--- src/rtl/turfio_cin_aligner_if.sv ---
// CIN aligner signal bundle: nibble input, lock control and aligned-word/status outputs.
interface turfio_cin_aligner_if;
   logic [3:0]  data_i;
   logic        data_ce_i;
   logic        lock_req_i;
   logic        lock_rst_i;
   logic        train_en_i;
   logic        lock_status_o;
   logic        cin_err_o;
   logic [31:0] word_o;
   logic        word_valid_o;
   logic [15:0] err_count_o;

   modport master (
      output data_i, data_ce_i, lock_req_i, lock_rst_i, train_en_i,
      input  lock_status_o, cin_err_o, word_o, word_valid_o, err_count_o
   );

   modport slave (
      input  data_i, data_ce_i, lock_req_i, lock_rst_i, train_en_i,
      output lock_status_o, cin_err_o, word_o, word_valid_o, err_count_o
   );
endinterface

--- src/rtl/turfio_cin_aligner.sv ---
// CIN nibble-stream word aligner: finds the training word boundary, verifies it, then emits aligned words.
// Optional macro TURFIO_CIN_ERRCNT_EN adds a saturating 16-bit training-error counter on err_count_o.
//
// state  | meaning
// IDLE   | not aligned, waiting for lock_req_i
// SEARCH | checking every ce for the training word
// VERIFY | checking only boundary ces until LOCK_COUNT matches
// LOCKED | aligned; boundary ces emit words and check training
module turfio_cin_aligner #(
   parameter logic [31:0] TRAIN_PATTERN = 32'hA55A6996,
   parameter int unsigned LOCK_COUNT    = 8
) (
   input logic                 aclk_i,
   input logic                 rst_i,
   turfio_cin_aligner_if.slave bus
);

   typedef enum logic [1:0] {IDLE, SEARCH, VERIFY, LOCKED} state_t;

   localparam logic [7:0] LOCK_CNT = 8'(LOCK_COUNT);

   state_t      state_q, state_d;
   logic [31:0] sr_q, sr_d;
   logic [31:0] word_q, word_d;
   logic [2:0]  phase_q, phase_d;
   logic [2:0]  offset_q, offset_d;
   logic [7:0]  match_cnt_q, match_cnt_d;
   logic        cin_err_q, cin_err_d;
   logic        word_valid_q, word_valid_d;
   logic [31:0] sr_shift;
   logic        match;
   logic        boundary;
   logic        train_bad;

   assign sr_shift  = {sr_q[27:0], bus.data_i};
   assign match     = (sr_shift == TRAIN_PATTERN);
   assign boundary  = bus.data_ce_i && (phase_q == offset_q);
   assign train_bad = bus.train_en_i && !match;

   always_ff @(posedge aclk_i or posedge rst_i) begin
      if (rst_i) begin
         state_q      <= IDLE;
         sr_q         <= '0;
         word_q       <= '0;
         phase_q      <= '0;
         offset_q     <= '0;
         match_cnt_q  <= '0;
         cin_err_q    <= 1'b0;
         word_valid_q <= 1'b0;
      end else begin
         state_q      <= state_d;
         sr_q         <= sr_d;
         word_q       <= word_d;
         phase_q      <= phase_d;
         offset_q     <= offset_d;
         match_cnt_q  <= match_cnt_d;
         cin_err_q    <= cin_err_d;
         word_valid_q <= word_valid_d;
      end
   end

   always_comb begin
      state_d      = state_q;
      sr_d         = sr_q;
      word_d       = word_q;
      phase_d      = phase_q;
      offset_d     = offset_q;
      match_cnt_d  = match_cnt_q;
      cin_err_d    = cin_err_q;
      word_valid_d = 1'b0;

      // The shift register and phase run in every state; only the FSM decisions are gated.
      if (bus.data_ce_i) begin
         sr_d    = sr_shift;
         phase_d = phase_q + 3'd1;
      end

      if (bus.lock_rst_i) begin
         state_d     = IDLE;
         match_cnt_d = '0;
         cin_err_d   = 1'b0;
      end else if (bus.lock_req_i && (state_q == VERIFY || state_q == LOCKED)) begin
         state_d     = SEARCH;
         match_cnt_d = '0;
         cin_err_d   = 1'b0;
      end else begin
         case (state_q)
            IDLE: begin
               if (bus.lock_req_i) state_d = SEARCH;
            end
            SEARCH: begin
               if (bus.data_ce_i && match) begin
                  offset_d    = phase_q;
                  match_cnt_d = 8'd1;
                  state_d     = (LOCK_CNT == 8'd1) ? LOCKED : VERIFY;
               end
            end
            VERIFY: begin
               if (boundary) begin
                  if (match) begin
                     match_cnt_d = match_cnt_q + 8'd1;
                     if (match_cnt_q + 8'd1 == LOCK_CNT) state_d = LOCKED;
                  end else begin
                     match_cnt_d = '0;
                     state_d     = SEARCH;
                  end
               end
            end
            LOCKED: begin
               if (boundary) begin
                  word_d       = sr_shift;
                  word_valid_d = 1'b1;
                  if (train_bad) cin_err_d = 1'b1;
               end
            end
            default: state_d = IDLE;
         endcase
      end
   end

   assign bus.lock_status_o = (state_q == LOCKED);
   assign bus.cin_err_o     = cin_err_q;
   assign bus.word_o        = word_q;
   assign bus.word_valid_o  = word_valid_q;

`ifdef TURFIO_CIN_ERRCNT_EN
   logic [15:0] err_cnt_q;
   logic        err_clear;
   logic        err_event;

   assign err_clear = bus.lock_rst_i || bus.lock_req_i;
   assign err_event = (state_q == LOCKED) && boundary && train_bad;

   always_ff @(posedge aclk_i or posedge rst_i) begin
      if (rst_i)                                    err_cnt_q <= '0;
      else if (err_clear)                           err_cnt_q <= '0;
      else if (err_event && err_cnt_q != 16'hFFFF)  err_cnt_q <= err_cnt_q + 16'd1;
   end

   assign bus.err_count_o = err_cnt_q;
`else
   assign bus.err_count_o = 16'h0000;
`endif

endmodule
--- src/flat_wrapper.sv ---
// flat-port wrapper written by rule: the top's interface ports become plain ports
module turfio_cin_aligner_flat 
#(
   parameter logic [31:0] TRAIN_PATTERN = 32'hA55A6996,
   parameter int unsigned LOCK_COUNT    = 8
)
  (aclk_i, rst_i, bus_data_i, bus_data_ce_i, bus_lock_req_i, bus_lock_rst_i, bus_train_en_i, bus_lock_status_o, bus_cin_err_o, bus_word_o, bus_word_valid_o, bus_err_count_o);
  turfio_cin_aligner_if bus_i ();
  input logic aclk_i;
  input logic rst_i;
  input wire logic [$bits(bus_i.data_i)-1:0] bus_data_i;
  input wire logic [$bits(bus_i.data_ce_i)-1:0] bus_data_ce_i;
  input wire logic [$bits(bus_i.lock_req_i)-1:0] bus_lock_req_i;
  input wire logic [$bits(bus_i.lock_rst_i)-1:0] bus_lock_rst_i;
  input wire logic [$bits(bus_i.train_en_i)-1:0] bus_train_en_i;
  output wire logic [$bits(bus_i.lock_status_o)-1:0] bus_lock_status_o;
  output wire logic [$bits(bus_i.cin_err_o)-1:0] bus_cin_err_o;
  output wire logic [$bits(bus_i.word_o)-1:0] bus_word_o;
  output wire logic [$bits(bus_i.word_valid_o)-1:0] bus_word_valid_o;
  output wire logic [$bits(bus_i.err_count_o)-1:0] bus_err_count_o;
  assign bus_i.data_i = bus_data_i;
  assign bus_i.data_ce_i = bus_data_ce_i;
  assign bus_i.lock_req_i = bus_lock_req_i;
  assign bus_i.lock_rst_i = bus_lock_rst_i;
  assign bus_i.train_en_i = bus_train_en_i;
  assign bus_lock_status_o = bus_i.lock_status_o;
  assign bus_cin_err_o = bus_i.cin_err_o;
  assign bus_word_o = bus_i.word_o;
  assign bus_word_valid_o = bus_i.word_valid_o;
  assign bus_err_count_o = bus_i.err_count_o;
  turfio_cin_aligner #(.TRAIN_PATTERN(TRAIN_PATTERN), .LOCK_COUNT(LOCK_COUNT)) u_core (.aclk_i(aclk_i), .rst_i(rst_i), .bus(bus_i));
endmodule
--- config.mk ---
export PLATFORM = sky130hd
export DESIGN_NAME = turfio_cin_aligner_flat
export DESIGN_NICKNAME = d
export VERILOG_FILES = /design/src/rtl/turfio_cin_aligner_if.sv /design/src/rtl/turfio_cin_aligner.sv /design/src/flat_wrapper.sv
export SDC_FILE = /design/constraint.sdc
export NUM_CORES = 1
export LEC_CHECK = 0
export BUFFER_PORTS_ARGS = -buffer_cell sky130_fd_sc_hd__buf_2
export CAP_MARGIN = 0
export CORE_MARGIN = 1
export CORE_UTILIZATION = 40
export DETAILED_ROUTE_END_ITERATION = 8
export SLEW_MARGIN = 20
export SYNTH_ARGS = -nofsm -noshare
export SYNTH_HDL_FRONTEND = slang
export SYNTH_SLANG_ARGS = --single-unit
--- constraint.sdc ---
create_clock -name aclk_i -period 4.26 [get_ports aclk_i]
set_input_delay 1.278 -clock aclk_i [delete_from_list [all_inputs] [get_ports aclk_i]]
set_output_delay 1.278 -clock aclk_i [all_outputs]
set_load 0.005 [all_outputs]
Yosys cells after proc, flatten, opt, wreduce, memory -nomap -nowiden --
Cells that the tools add are included.
Word-level totals: register bits 78, input port bits 10, output and inout port bits 51, word-level logic and storage cells 62
Cells by class: $add $sub $neg 2, equal/unequal tests 10, mux-type cells 23, bitwise gates (word level) 2, reductions and logical operators 17
Operators by type and width (count):
- $mux 8 | 5
- $eq 32x32->1 const B | 1
- $pmux 8 s2 | 1
- $mux 2 | 7
- $mux 1 | 9
- $reduce_bool 3->1 | 3
- $add 8x1->8 const B | 1
- $eq 8x4->1 const B | 1
- $ne 4x3->1 const B | 2
- $reduce_and 4->1 | 2
- $pmux 2 s3 | 1
- $reduce_and 3->1 | 2
- $ne 5x5->1 const B | 1
- $reduce_and 5->1 | 1
- $reduce_bool 5->1 | 1
- $eq 2x2->1 const B | 2
- $logic_and 1x1->1 | 4
- $ne 4x2->1 const B | 1
- $reduce_bool 4->1 | 1
- $add 3x1->3 const B | 1
- $eq 3x3->1 | 1
- $eq 2x1->1 const B | 1
- $logic_not 2->1 | 1
- $not 1->1 | 2
- 2 further kinds | 2

Longest topological paths before layout --
Gate-level depths: netlist (run 1).
depth in word-level cells 8, gate-level depth with buffers 10, gate-level depth less buffers 8

Least setup slack after synthesis (run 1) --
OpenSTA, ideal clock, no wires.
path type input to register, start point input bus_data_i[3], end point register u_core.state_q[0], setup time 0.125 ns, data arrival time 2.540 ns, data required time 4.135 ns, slack 1.596 ns, stages on the path 6, path buffers 0, path through and4bb_2 > nand4_1 > nor2_2 > and3_1 > a21o_1 > mux2_2
On the way: word-level cells in the longest chain between the ends 6, elaborated cells on any way between the ends 10, classes of those cells eq/ne (3); mux (5); reduce/logical (2)
Ends and longest elaborated chain:
- start: declaration | line flat_wrapper.sv:11 | input wire logic [$bits(bus_i.data_i)-1:0] bus_data_i;
- $eq 32x32->1 * | line turfio_cin_aligner.sv:36 | assign match = (sr_shift == TRAIN_PATTERN);
- $mux 2 | line turfio_cin_aligner.sv:100 | if (match) begin
- $mux 2 | line turfio_cin_aligner.sv:99 | if (boundary) begin
- $pmux 2 s3 | line turfio_cin_aligner.sv:87 | case (state_q)
- $mux 2 | line turfio_cin_aligner.sv:82 | end else if (bus.lock_req_i && (state_q == VERIFY || state_q == LOCKED)) begin
- $mux 2 | line turfio_cin_aligner.sv:78 | if (bus.lock_rst_i) begin
- end signal: assignment | line turfio_cin_aligner.sv:51 | state_q <= state_d;
- end: declaration | line turfio_cin_aligner.sv:22 | state_t state_q, state_d;
Mark *: on every way between the ends. The rest lies on a longest branch, timed or not. The select of a mux whose other input is x is not followed. A chain may end at the register's enable or synchronous reset.

Worst setup path in the final report (run 1) --
start point input bus_data_i[3], end point register u_core.match_cnt_q[3]
On the way: word-level cells in the longest chain between the ends 6, elaborated cells on any way between the ends 9, classes of those cells eq/ne (2); mux (5); reduce/logical (2)
Ends and longest elaborated chain:
- $eq 32x32->1 * | line turfio_cin_aligner.sv:36
- $mux 8 | line turfio_cin_aligner.sv:100
- $mux 8 | line turfio_cin_aligner.sv:99
- $pmux 8 s2 | line turfio_cin_aligner.sv:87
- $mux 8 | line turfio_cin_aligner.sv:82
- $mux 8 | line turfio_cin_aligner.sv:78
- end signal: assignment | line turfio_cin_aligner.sv:56 | match_cnt_q <= match_cnt_d;
- end: declaration | line turfio_cin_aligner.sv:27 | logic [7:0] match_cnt_q, match_cnt_d;
Marks and branches as above.

==> impl_metrics.env, run 1 <==
export IMPL_cp_endpoint="u_core.match_cnt_q[3]"
export IMPL_grt_pass1_wl_microns=12200
export IMPL_r2r_cells=8
export IMPL_dp_hpwl_microns=4780
export IMPL_clock_skew_final_ns=0.0162
export IMPL_die_area_sq_um=9390
export IMPL_setup_slack_ns=1.49
export IMPL_clock_sinks=78
export IMPL_comb_power_share_pct=19.2
export IMPL_clk_latency_ns=0.34
export IMPL_arrival_ns=3.03
export IMPL_core_area_sq_um=8720
export IMPL_fillCellCount=825
export IMPL_firstDrtPassIters=4
export IMPL_worst_slew_pin_slew_ns=0.872
export IMPL_antenna_found_initial=0
export IMPL_crit_top_cell="o211ai_2"
export IMPL_cts_buffers=9
export IMPL_path_clk_slew_ns=0.08
export IMPL_ys_seq_area_share_pct=54.2
export IMPL_path_max_fanout=13
export IMPL_cts_hold_buf=0
export IMPL_drive_gt1_share_pct=28.0
export IMPL_r2r_slack_ns=1.81
export IMPL_gr_usage_all_layers_pct=16.0
export IMPL_synth_area_per_cell_sq_um=10.6
export IMPL_fin_nets=403
export IMPL_peakVddDrop_uv=224
export IMPL_crit_chain="buf_2 -> and4bb_2 -> nand4_1 -> nor2_2 -> o211ai_2 -> or4_4 -> o211ai_2"
export IMPL_max_cap_violations=0
export IMPL_worstSetupPathType="primary input to flop"
export IMPL_diodes=0
export IMPL_critical_path_slowest_cell="or4_4"
export IMPL_post_cts_setup_buffers=0
export IMPL_status="complete, no violations"
export IMPL_rsz0062_at_grt="no"
export IMPL_avgRoutedWirePerCell_microns=13.8
export IMPL_power_switching_mw=0.561
export IMPL_grt_pass1_vias=2401
export IMPL_leakagePower_nw=2.06
export IMPL_synth_top_area_share_pct=54.2
export IMPL_ys_warn_count=0
export IMPL_port_buffer_count=44
export IMPL_clk_path_buf_depth=2
export IMPL_wirelength_microns=6870
export IMPL_drc_errors=0
export IMPL_r2r_end="u_core.match_cnt_q[7]"
export IMPL_cts_resized=0
export IMPL_synth_area_leaders="dfrtp_1, nand2_1, mux2_2"
export IMPL_ys_seq_elements=78
export IMPL_hp_class="flop to flop"
export IMPL_clock_fmax_mhz=361
export IMPL_synthArstFlopShare_pct=100
export IMPL_synth_main_ff_cell="dfrtp_1"
export IMPL_slowest_delay_ns=0.59
export IMPL_io_pins=61
export IMPL_critPathRequiredTime_ns=4.52
export IMPL_start_util_pct=41.3
export IMPL_synth_top_area_cell="dfrtp_1"
export IMPL_ant_nets=0
export IMPL_powerDensity_nw_per_um2=462
export IMPL_cts_tree="done"
export IMPL_die_h_microns=96.9
export IMPL_synth_cells=340
export IMPL_hold_viol_final=0
export IMPL_min_period_ns=2.77
export IMPL_setup_tns_ns=0
export IMPL_final_area_sq_um=4060
export IMPL_synth_edff_count=0
export IMPL_placed_area_sq_um=3870
export IMPL_ys_types=43
export IMPL_die_x_microns=96.9
export IMPL_cp_end_kind="flop"
export IMPL_slew_violations=0
export IMPL_grt_remaining_overflow=0
export IMPL_synthesis_area_sq_um=3600
export IMPL_internal_power_mw=1.31
export IMPL_grt_max_degree=35
export IMPL_gp_congestion=0.754
export IMPL_swShare_pct=29.9
export IMPL_drt_iter0_markers=150
export IMPL_fin_crit_sh_pct=65.0
export IMPL_rows=34
export IMPL_cp_start_kind="primary input"
export IMPL_viasPerCell=4.91
export IMPL_vias=2442
export IMPL_pre_cts_slack_ns=1.12
export IMPL_htree_levels=3
export IMPL_seqPwrFrac_pct=51.9
export IMPL_finalSetupViolations=0
export IMPL_synthToLayoutAreaGrowth_pct=12.5
export IMPL_relSlewSlack_pct=41.5
export IMPL_root_buffer="clkbuf_8"
export IMPL_clock_power_share_pct=28.9
export IMPL_r2r_start="u_core.state_q[0]"
export IMPL_startpoint="bus_data_i[3]"
## synthesized netlist by cell type, types with 3 or more instances
library cell	instances
clkbuf_1	7
ha_1	8
nor3_1	3
nand3_1	6
buf_4	16
nor2_1	8
and4bb_2	6
dfrtp_1	78
inv_1	4
nand2_1	107
mux2_2	33
nand2b_1	3
xnor2_1	7
nand4_1	4
buf_2	6
o21ai_0	8
## worst min path at each step
stage	start	end	slack, ns	cells past startpoint
floorplan	u_core.sr_q[25]	u_core.bus.word_o[29]	0.45	2
global placement	u_core.bus.word_o[29]	u_core.bus.word_o[29]	0.45	2
detailed placement	u_core.bus.word_o[9]	u_core.bus.word_o[9]	0.46	2
CTS	u_core.bus.word_o[15]	u_core.bus.word_o[15]	0.48	2
global route	u_core.bus.word_o[15]	u_core.bus.word_o[15]	0.50	2
finish	u_core.bus.word_o[26]	u_core.bus.word_o[26]	0.48	2
## cell type report
| class | count | area [sq um] | share of cell area [%] |
|---|---|---|---|
| Tap cell | 108 | 135 | 3.33 |
| Sequential cell | 78 | 1950 | 48.1 |
| Inverter | 5 | 18.8 | 0.463 |
| Timing Repair Buffer | 48 | 250 | 6.17 |
| Clock inverter | 5 | 58.8 | 1.45 |
| Clock buffer | 10 | 128 | 3.15 |
| Multi-Input combinational cell | 243 | 1510 | 37.3 |
## power groups by stage
stage	logic (mW)	clock network [mW]	registers, mW
after global routing	0.407	0.591	0.995
after global placement	0.357	0	0.984
after detailed placement	0.363	0	0.987
after CTS	0.365	0.555	0.973
after floorplan	0.295	0	0.952
final	0.359	0.541	0.973
## sequential cells by signal, summed over array words and instances (netlist names)
| register | count |
|---|---|
| u_core.bus.cin_err_o | 1 |
| u_core.bus.word_o | 32 |
| u_core.bus.word_valid_o | 1 |
| u_core.match_cnt_q | 8 |
| u_core.offset_q | 3 |
| u_core.phase_q | 3 |
| u_core.sr_q | 28 |
| u_core.state_q | 2 |
## routing by layer
metal  vias up  share of wire [%]  track usage [%]
li1       1200                  -                -
met3         4                3.3             3.18
met1      1192                 51             23.0
met5         -                  0                0
met4         0               0.55             4.82
met2        46                 46             24.5
## worst max-delay path: cells and delay by family
kind,cells,cell delay [ns]
AND/OR/NAND/NOR,4,1.29
buffers and inverters,1,0.11
AO/OA/AOI/OAI,2,0.35
## through the flow
step | power, mW | util [%] | cells | hold slack (ns)
floorplan | 1.25 | - | 355 | 0.448
detailed placement | 1.35 | 44.4 | 482 | 0.457
finish | 1.87 | 46.5 | 497 | 0.477
CTS | 1.89 | 46.5 | 497 | 0.477
global placement | 1.34 | 44.4 | 482 | 0.454
global route | 1.99 | 46.5 | 497 | 0.499
## layout by cell type (no fill, tap or decap), drive strengths merged, types with 3 or more instances in the layout
cell | synthesis | layout
and4bb | 6 | 6
buf | 22 | 48
clkbuf | 7 | 10
conb | 1 | 16
dfrtp | 78 | 78
ha | 8 | 8
inv | 4 | 5
mux2 | 33 | 33
nand2 | 107 | 107
nand2b | 3 | 3
nand3 | 6 | 6
nand4 | 4 | 4
nor2 | 10 | 10
nor3 | 3 | 3
nor4b | 3 | 3
o21ai | 8 | 8
xnor2 | 7 | 7
## cell families (layout without fill, tap and decap cells)
kind of cell               Yosys count  after routing  share of synthesized area, %
and+or+nand+nor                    152            152                          20.0
DFF                                 78             78                          54.2
muxes                               34             34                          10.6
buffers and inverters               34             68                          5.42
AOI/OAI and AO/OA                   24             24                          4.79
xor gates and xnor gates             9              9                          2.19
adders and majority gates            8              8                          2.78
other                                1             16                         0.104
Note: power is estimated with default switching activity, not from simulation.
==> inputs of run 2 (changes only) <==
- ABC_AREA: unset -> 1
- clock period: 4.26 -> 2.85 ns (I/O delays scaled with it)
==> run 2 against run 1 <==
Effect of this change: via count increased by 15%; clock-buffer cell count unchanged; cell count increased by 22%; clock power increased by 87%; largest cell class unchanged; synthesized cell count increased by 32%; combinational power increased by 26%; wire length increased by 2.9%; the run now ends with design-rule violations left.
==> impl_metrics.env, run 2 <==
export IMPL_start_util_pct=41.9
export IMPL_min_period_ns=2.02
export IMPL_root_buffer="clkbuf_8"
export IMPL_ys_seq_area_share_pct=52.6
export IMPL_clock_skew_final_ns=0.0113
export IMPL_relSlewSlack_pct=43.9
export IMPL_synth_edff_count=0
export IMPL_cts_hold_buf=0
export IMPL_clk_path_buf_depth=2
export IMPL_finalSetupViolations=0
export IMPL_synthMuxAreaShare_pct=0
export IMPL_drt_iter0_markers=110
export IMPL_cts_tree="done"
export IMPL_synthToLayoutAreaGrowth_pct=13.9
export IMPL_dp_hpwl_microns=5090
export IMPL_fin_nets=512
export IMPL_slew_violations=0
export IMPL_synth_compound_area_share_pct=11.0
export IMPL_synthAdderAreaFrac_pct=2.70
export IMPL_drive_gt1_share_pct=15.9
export IMPL_synth_area_leaders="dfrtp_1, nand2_1, o21ai_0"
export IMPL_path_max_fanout=5
export IMPL_synth_area_per_cell_sq_um=8.24
export IMPL_die_h_microns=98.3
export IMPL_post_cts_setup_buffers=0
export IMPL_powerDensity_nw_per_um2=659
export IMPL_antenna_found_initial=0
export IMPL_synth_top_area_cell="dfrtp_1"
export IMPL_rows=34
export IMPL_fillCellCount=871
export IMPL_clock_fmax_mhz=496
export IMPL_grt_pass1_vias=2522
export IMPL_synth_top_area_share_pct=52.6
export IMPL_synth_cells=450
export IMPL_max_cap_violations=0
export IMPL_status="finished, violations left"
export IMPL_violations="design-rule violations"
export IMPL_yosysMostFrequentCell="nand2_1"
export IMPL_hold_viol_final=0
export IMPL_rsz0062_at_grt="no"
export IMPL_critPathRequiredTime_ns=2.00
export IMPL_path_clk_slew_ns=0.09
export IMPL_synth_simple_gate_area_share_pct=21.8
export IMPL_cp_end_kind="output port"
export IMPL_die_area_sq_um=9660
export IMPL_arrival_ns=1.16
export IMPL_firstDrtPassIters=6
export IMPL_cp_endpoint="bus_lock_status_o"
export IMPL_synthesis_area_sq_um=3710
export IMPL_r2r_end="u_core.match_cnt_q[6]"
export IMPL_ys_types=28
export IMPL_r2r_slack_ns=0.93
export IMPL_die_x_microns=98.3
export IMPL_worstSetupPathType="flop to output port"
export IMPL_core_area_sq_um=8850
export IMPL_synth_top_family_by_area="simple AND/OR/NAND/NOR gates"
export IMPL_clk_latency_ns=0.35
export IMPL_diodes=0
export IMPL_vias=2816
export IMPL_synthTopCellsByCount="nand2_1, dfrtp_1, o21ai_0"
export IMPL_final_common_cell="nand2_1"
export IMPL_holdWs_ns=0.486
export IMPL_cp_start_kind="flop"
export IMPL_cts_buffers=9
export IMPL_port_buffer_count=44
export IMPL_wirelength_microns=7070
export IMPL_worst_slew_pin_slew_ns=0.842
export IMPL_viasPerCell=4.65
export IMPL_clock_sinks=78
export IMPL_htree_levels=3
export IMPL_mostFrequentLayoutCells="nand2_1, dfrtp_1, o21ai_0"
export IMPL_grt_remaining_overflow=0
export IMPL_startpoint="u_core.state_q[0]"
export IMPL_fin_util_pct=47.7
export IMPL_r2r_start="u_core.state_q[0]"
export IMPL_hp_class="flop to flop"
export IMPL_synthArstFlopShare_pct=100
export IMPL_ant_nets=0
export IMPL_gp_congestion=0.796
export IMPL_leakagePower_nw=2.13
export IMPL_synthXorXnorAreaFrac_pct=1.18
export IMPL_avgRoutedWirePerCell_microns=11.7
export IMPL_largest_register_ffs=32
export IMPL_grt_pass1_wl_microns=12100
export IMPL_cts_resized=0
export IMPL_io_pins=61
export IMPL_gr_usage_all_layers_pct=15.8
export IMPL_r2r_cells=9
export IMPL_drc_errors=3
export IMPL_setup_tns_ns=0
export IMPL_peakVddDrop_uv=296
export IMPL_synth_main_ff_cell="dfrtp_1"
export IMPL_ys_warn_count=0
export IMPL_grt_max_degree=65
export IMPL_fin_crit_sh_pct=70.8
export IMPL_ys_seq_elements=78
run 2: changes by cell type in the layout (fill, tap and decap cells not counted), sizes merged, moves of 3 or more:
| cell | delta |
|---|---|
| and4bb | -6 |
| nand2 | +27 |
| nor4b | -3 |
| nor2 | +26 |
| nand2b | -3 |
| o21ai | +70 |
| inv | +50 |
| xnor2 | -4 |
| nand3 | +9 |
| mux2 | -33 |
run 2: layout make-up:
class | instances | area [sq um] | share of cell area [%]
repair buffers | 48 | 263 | 6.22
multi-input cells | 302 | 1420 | 33.6
clock buffers | 10 | 138 | 3.26
inverters | 55 | 210 | 4.98
flip-flops and latches | 78 | 1950 | 46.2
well taps | 108 | 135 | 3.20
clock inverters | 5 | 106 | 2.52
run 2: metal layers:
layer	up-vias	wire, microns	GRT usage [%]
li1	1462	-	-
met1	1286	3660	22.7
met2	58	3010	23.5
met3	10	290	3.22
met4	0	117	5.86
met5	-	0	0
run 2: through the flow:
step           cells  setup WS, ns  area, sq um  total power [mW]
6_report         606         0.833         4220              2.78
2_1_floorplan    465          1.01         3770              1.68
5_1_grt          606         0.725         4220              2.95
4_1_cts          606         0.822         4220              2.81
3_5_place_dp     591         0.502         3980              1.80
3_3_place_gp     591         0.548         3980              1.78
run 2: where the power goes:
group	total (mW)	leakage (nW)	switching (mW)	internal (mW)
clock	1.01	0.119	0.409	0.604
sequential	1.32	1.04	0.0998	1.22
combinational	0.454	0.963	0.289	0.164
run 2: worst min path at each step:
| stage | startpoint | to | slack [ns] | depth (start not counted) |
|---|---|---|---|---|
| after floorplan | u_core.bus.word_o[2] | u_core.bus.word_o[2] | 0.47 | 2 |
| after global placement | u_core.bus.word_o[20] | u_core.bus.word_o[20] | 0.46 | 2 |
| after detailed placement | u_core.bus.word_o[8] | u_core.bus.word_o[8] | 0.47 | 2 |
| after CTS | u_core.bus.word_o[8] | u_core.bus.word_o[8] | 0.49 | 2 |
| after global routing | u_core.bus.word_o[26] | u_core.bus.word_o[26] | 0.50 | 2 |
| final | u_core.bus.word_o[20] | u_core.bus.word_o[20] | 0.49 | 2 |
run 2: cells by family after synthesis:
logic type / Yosys count
AO/OA/AOI/OAI: 80
XOR/XNOR: 5
adder cells (fa/ha/maj): 8
buffers and inverters: 85
flip-flops: 78
other: 1
AND/OR/NAND/NOR: 193
run 2: critical path: stages, from the launching register on:
cell and delay [ns]:
dfrtp_1 0.42, ha_1 0.26, buf_2 0.14
==> inputs of run 3 (changes only) <==
- ABC_AREA: 1 -> 0
- clock period: 2.85 -> 1.68 ns (I/O delays scaled with it)
==> run 3 against run 2 <==
Effect of this change: the flow finishes with violations (negative setup slack); total power up 98%; wire length up 25%; sequential cell count unchanged; via count up 2.8%; core utilization up 12 points; clock-buffer cell count unchanged; combinational power rose to 4.1 times the previous value; global-route usage up 2.5 points; design area up 23%; worst setup slack worse by 1.2 ns.
==> impl_metrics.env, run 3 (synthesis results as in run 1) <==
export IMPL_status="finished, violations left"
export IMPL_violations="negative setup slack"
export IMPL_met1_usage_pct=23.6
export IMPL_root_buffer="clkbuf_8"
export IMPL_critical_path_slowest_cell="dfrtp_1"
export IMPL_grt_util_met2_pct=29.9
export IMPL_gr_usage_all_layers_pct=18.3
export IMPL_hold_viol_final=0
export IMPL_setup_slack_ns=-0.328
export IMPL_clk_path_buf_depth=2
export IMPL_power_mw=5.52
export IMPL_path_max_fanout=4
export IMPL_die_h_microns=96.9
export IMPL_viasPerCell=5.00
export IMPL_clock_sinks=78
export IMPL_clock_fmax_mhz=498
export IMPL_final_common_cell="dfrtp_1"
export IMPL_arrival_ns=2.24
export IMPL_peakVddDrop_uv=724
export IMPL_start_util_pct=41.3
export IMPL_clk_latency_ns=0.34
export IMPL_clock_skew_final_ns=0.00993
export IMPL_slowest_delay_ns=0.39
export IMPL_largest_register_ffs=32
export IMPL_drive_gt1_share_pct=57.1
export IMPL_seq_area_sq_um=1950
export IMPL_avgRoutedWirePerCell_microns=15.3
export IMPL_min_period_ns=2.01
export IMPL_vias=2896
export IMPL_fillCellCount=729
export IMPL_cts_hold_buf=0
export IMPL_dp_hpwl_microns=5530
export IMPL_hp_class="primary input to async pin"
export IMPL_cts_buffers=9
export IMPL_grt_use_met3_pct=3.03
export IMPL_multi_input_area_sq_um=1880
export IMPL_cts_tree="done"
export IMPL_grt_pass1_wl_microns=13800
export IMPL_r2r_slack_ns=-0.33
export IMPL_mostFrequentLayoutCells="dfrtp_1, buf_4, nand2_1"
export IMPL_fin_nets=485
export IMPL_finalSetupViolations=23
export IMPL_powerDensity_nw_per_um2=1060
export IMPL_gr_max_usage_layer="met2"
export IMPL_drc_errors=0
export IMPL_cp_start_kind="flop"
export IMPL_die_area_sq_um=9390
export IMPL_grt_remaining_overflow=0
export IMPL_antenna_found_initial=0
export IMPL_slew_violations=0
export IMPL_port_buffer_count=44
export IMPL_drt_iter0_markers=116
export IMPL_diodes=0
export IMPL_fin_crit_sh_pct=120
export IMPL_grt_max_degree=79
export IMPL_crit_chain="nor4b_2 -> nand4b_1 -> nor2_2 -> buf_4 -> o221ai_2 -> a21o_1 -> mux2_2"
export IMPL_critPathRequiredTime_ns=1.91
export IMPL_grt_pass1_vias=2903
export IMPL_worstSetupPathType="flop to flop"
export IMPL_synthToLayoutAreaGrowth_pct=44.6
export IMPL_r2r_cells=7
export IMPL_io_pins=61
export IMPL_crit_family="simple AND/OR/NAND/NOR gates"
export IMPL_pre_cts_slack_ns=-0.481
export IMPL_max_cap_violations=0
export IMPL_firstDrtPassIters=4
export IMPL_path_clk_slew_ns=0.09
export IMPL_r2r_end="u_core.state_q[0]"
export IMPL_leakagePower_nw=2.60
export IMPL_crit_buf_inv=1
export IMPL_core_area_sq_um=8720
export IMPL_htree_levels=3
export IMPL_wirelength_microns=8840
export IMPL_cp_end_kind="flop"
export IMPL_r2r_start="u_core.sr_q[26]"
export IMPL_die_x_microns=96.9
export IMPL_ant_nets=0
export IMPL_gp_congestion=0.778
export IMPL_rows=34
export IMPL_rsz0062_at_grt="yes"
==> run 3: worst reg2reg max path, delay by kind of cell (launching register included) <==
family	cells	cell delay, ns
compound gates	2	0.29
buf+inv	1	0.16
flops	1	0.39
mux	1	0.27
simple gates	3	0.79
==> run 3: metal layers <==
| layer | part of all wire [%] | vias up |
|---|---|---|
| met1 | 45 | 1443 |
| li1 | - | 1367 |
| met2 | 50 | 69 |
| met4 | 2.3 | 0 |
| met3 | 3.1 | 17 |
| met5 | 0 | - |
==> run 3: worst max path at each step <==
stage	from	endpoint	slack (ns)	cells past startpoint
global placement	bus_data_i[3]	u_core.match_cnt_q[4]	-0.42	8
detailed placement	bus_data_i[3]	u_core.match_cnt_q[2]	-0.48	8
finish	u_core.sr_q[26]	u_core.state_q[0]	-0.33	7
global route	u_core.sr_q[26]	u_core.state_q[0]	-0.38	7
CTS	u_core.sr_q[23]	u_core.state_q[0]	-0.27	7
floorplan	u_core.state_q[0]	u_core.state_q[0]	-0.29	9
==> run 3: cell type report <==
type	count	area share, %
Clock buffer	10	2.64
Clock inverter	5	0.696
Inverter	5	0.672
Multi-Input combinational cell	243	36.1
Sequential cell	78	37.5
Tap cell	108	2.59
Timing Repair Buffer	130	19.8
==> run 3: where the power goes <==
part	total, mW	internal, mW	switching (mW)
clock network	1.26	0.568	0.690
registers	2.38	2.17	0.209
logic	1.88	1.08	0.793
==> run 3: metrics by stage <==
step                      area (sq um)  cells  setup TNS, ns  utilization (%)  hold slack, ns
after CTS                         4730    569          -2.96             54.3           0.274
final                             5210    579          -3.19             59.7           0.235
after detailed placement          4430    547          -5.73             50.8           0.457
after global placement            4430    547          -4.56             50.8           0.455
after floorplan                   3770    355          -2.17                -           0.448
after global routing              5210    579          -7.53             59.7           0.288
==> run 3: timing repair <==
item / in CTS / in global routing
buffers inserted: 7 / 5
cloned: 0 / 5
pin swaps: 7 / 71
endpoints found under the setup margin: 47 / 47
gates resized for setup: 19 / 101
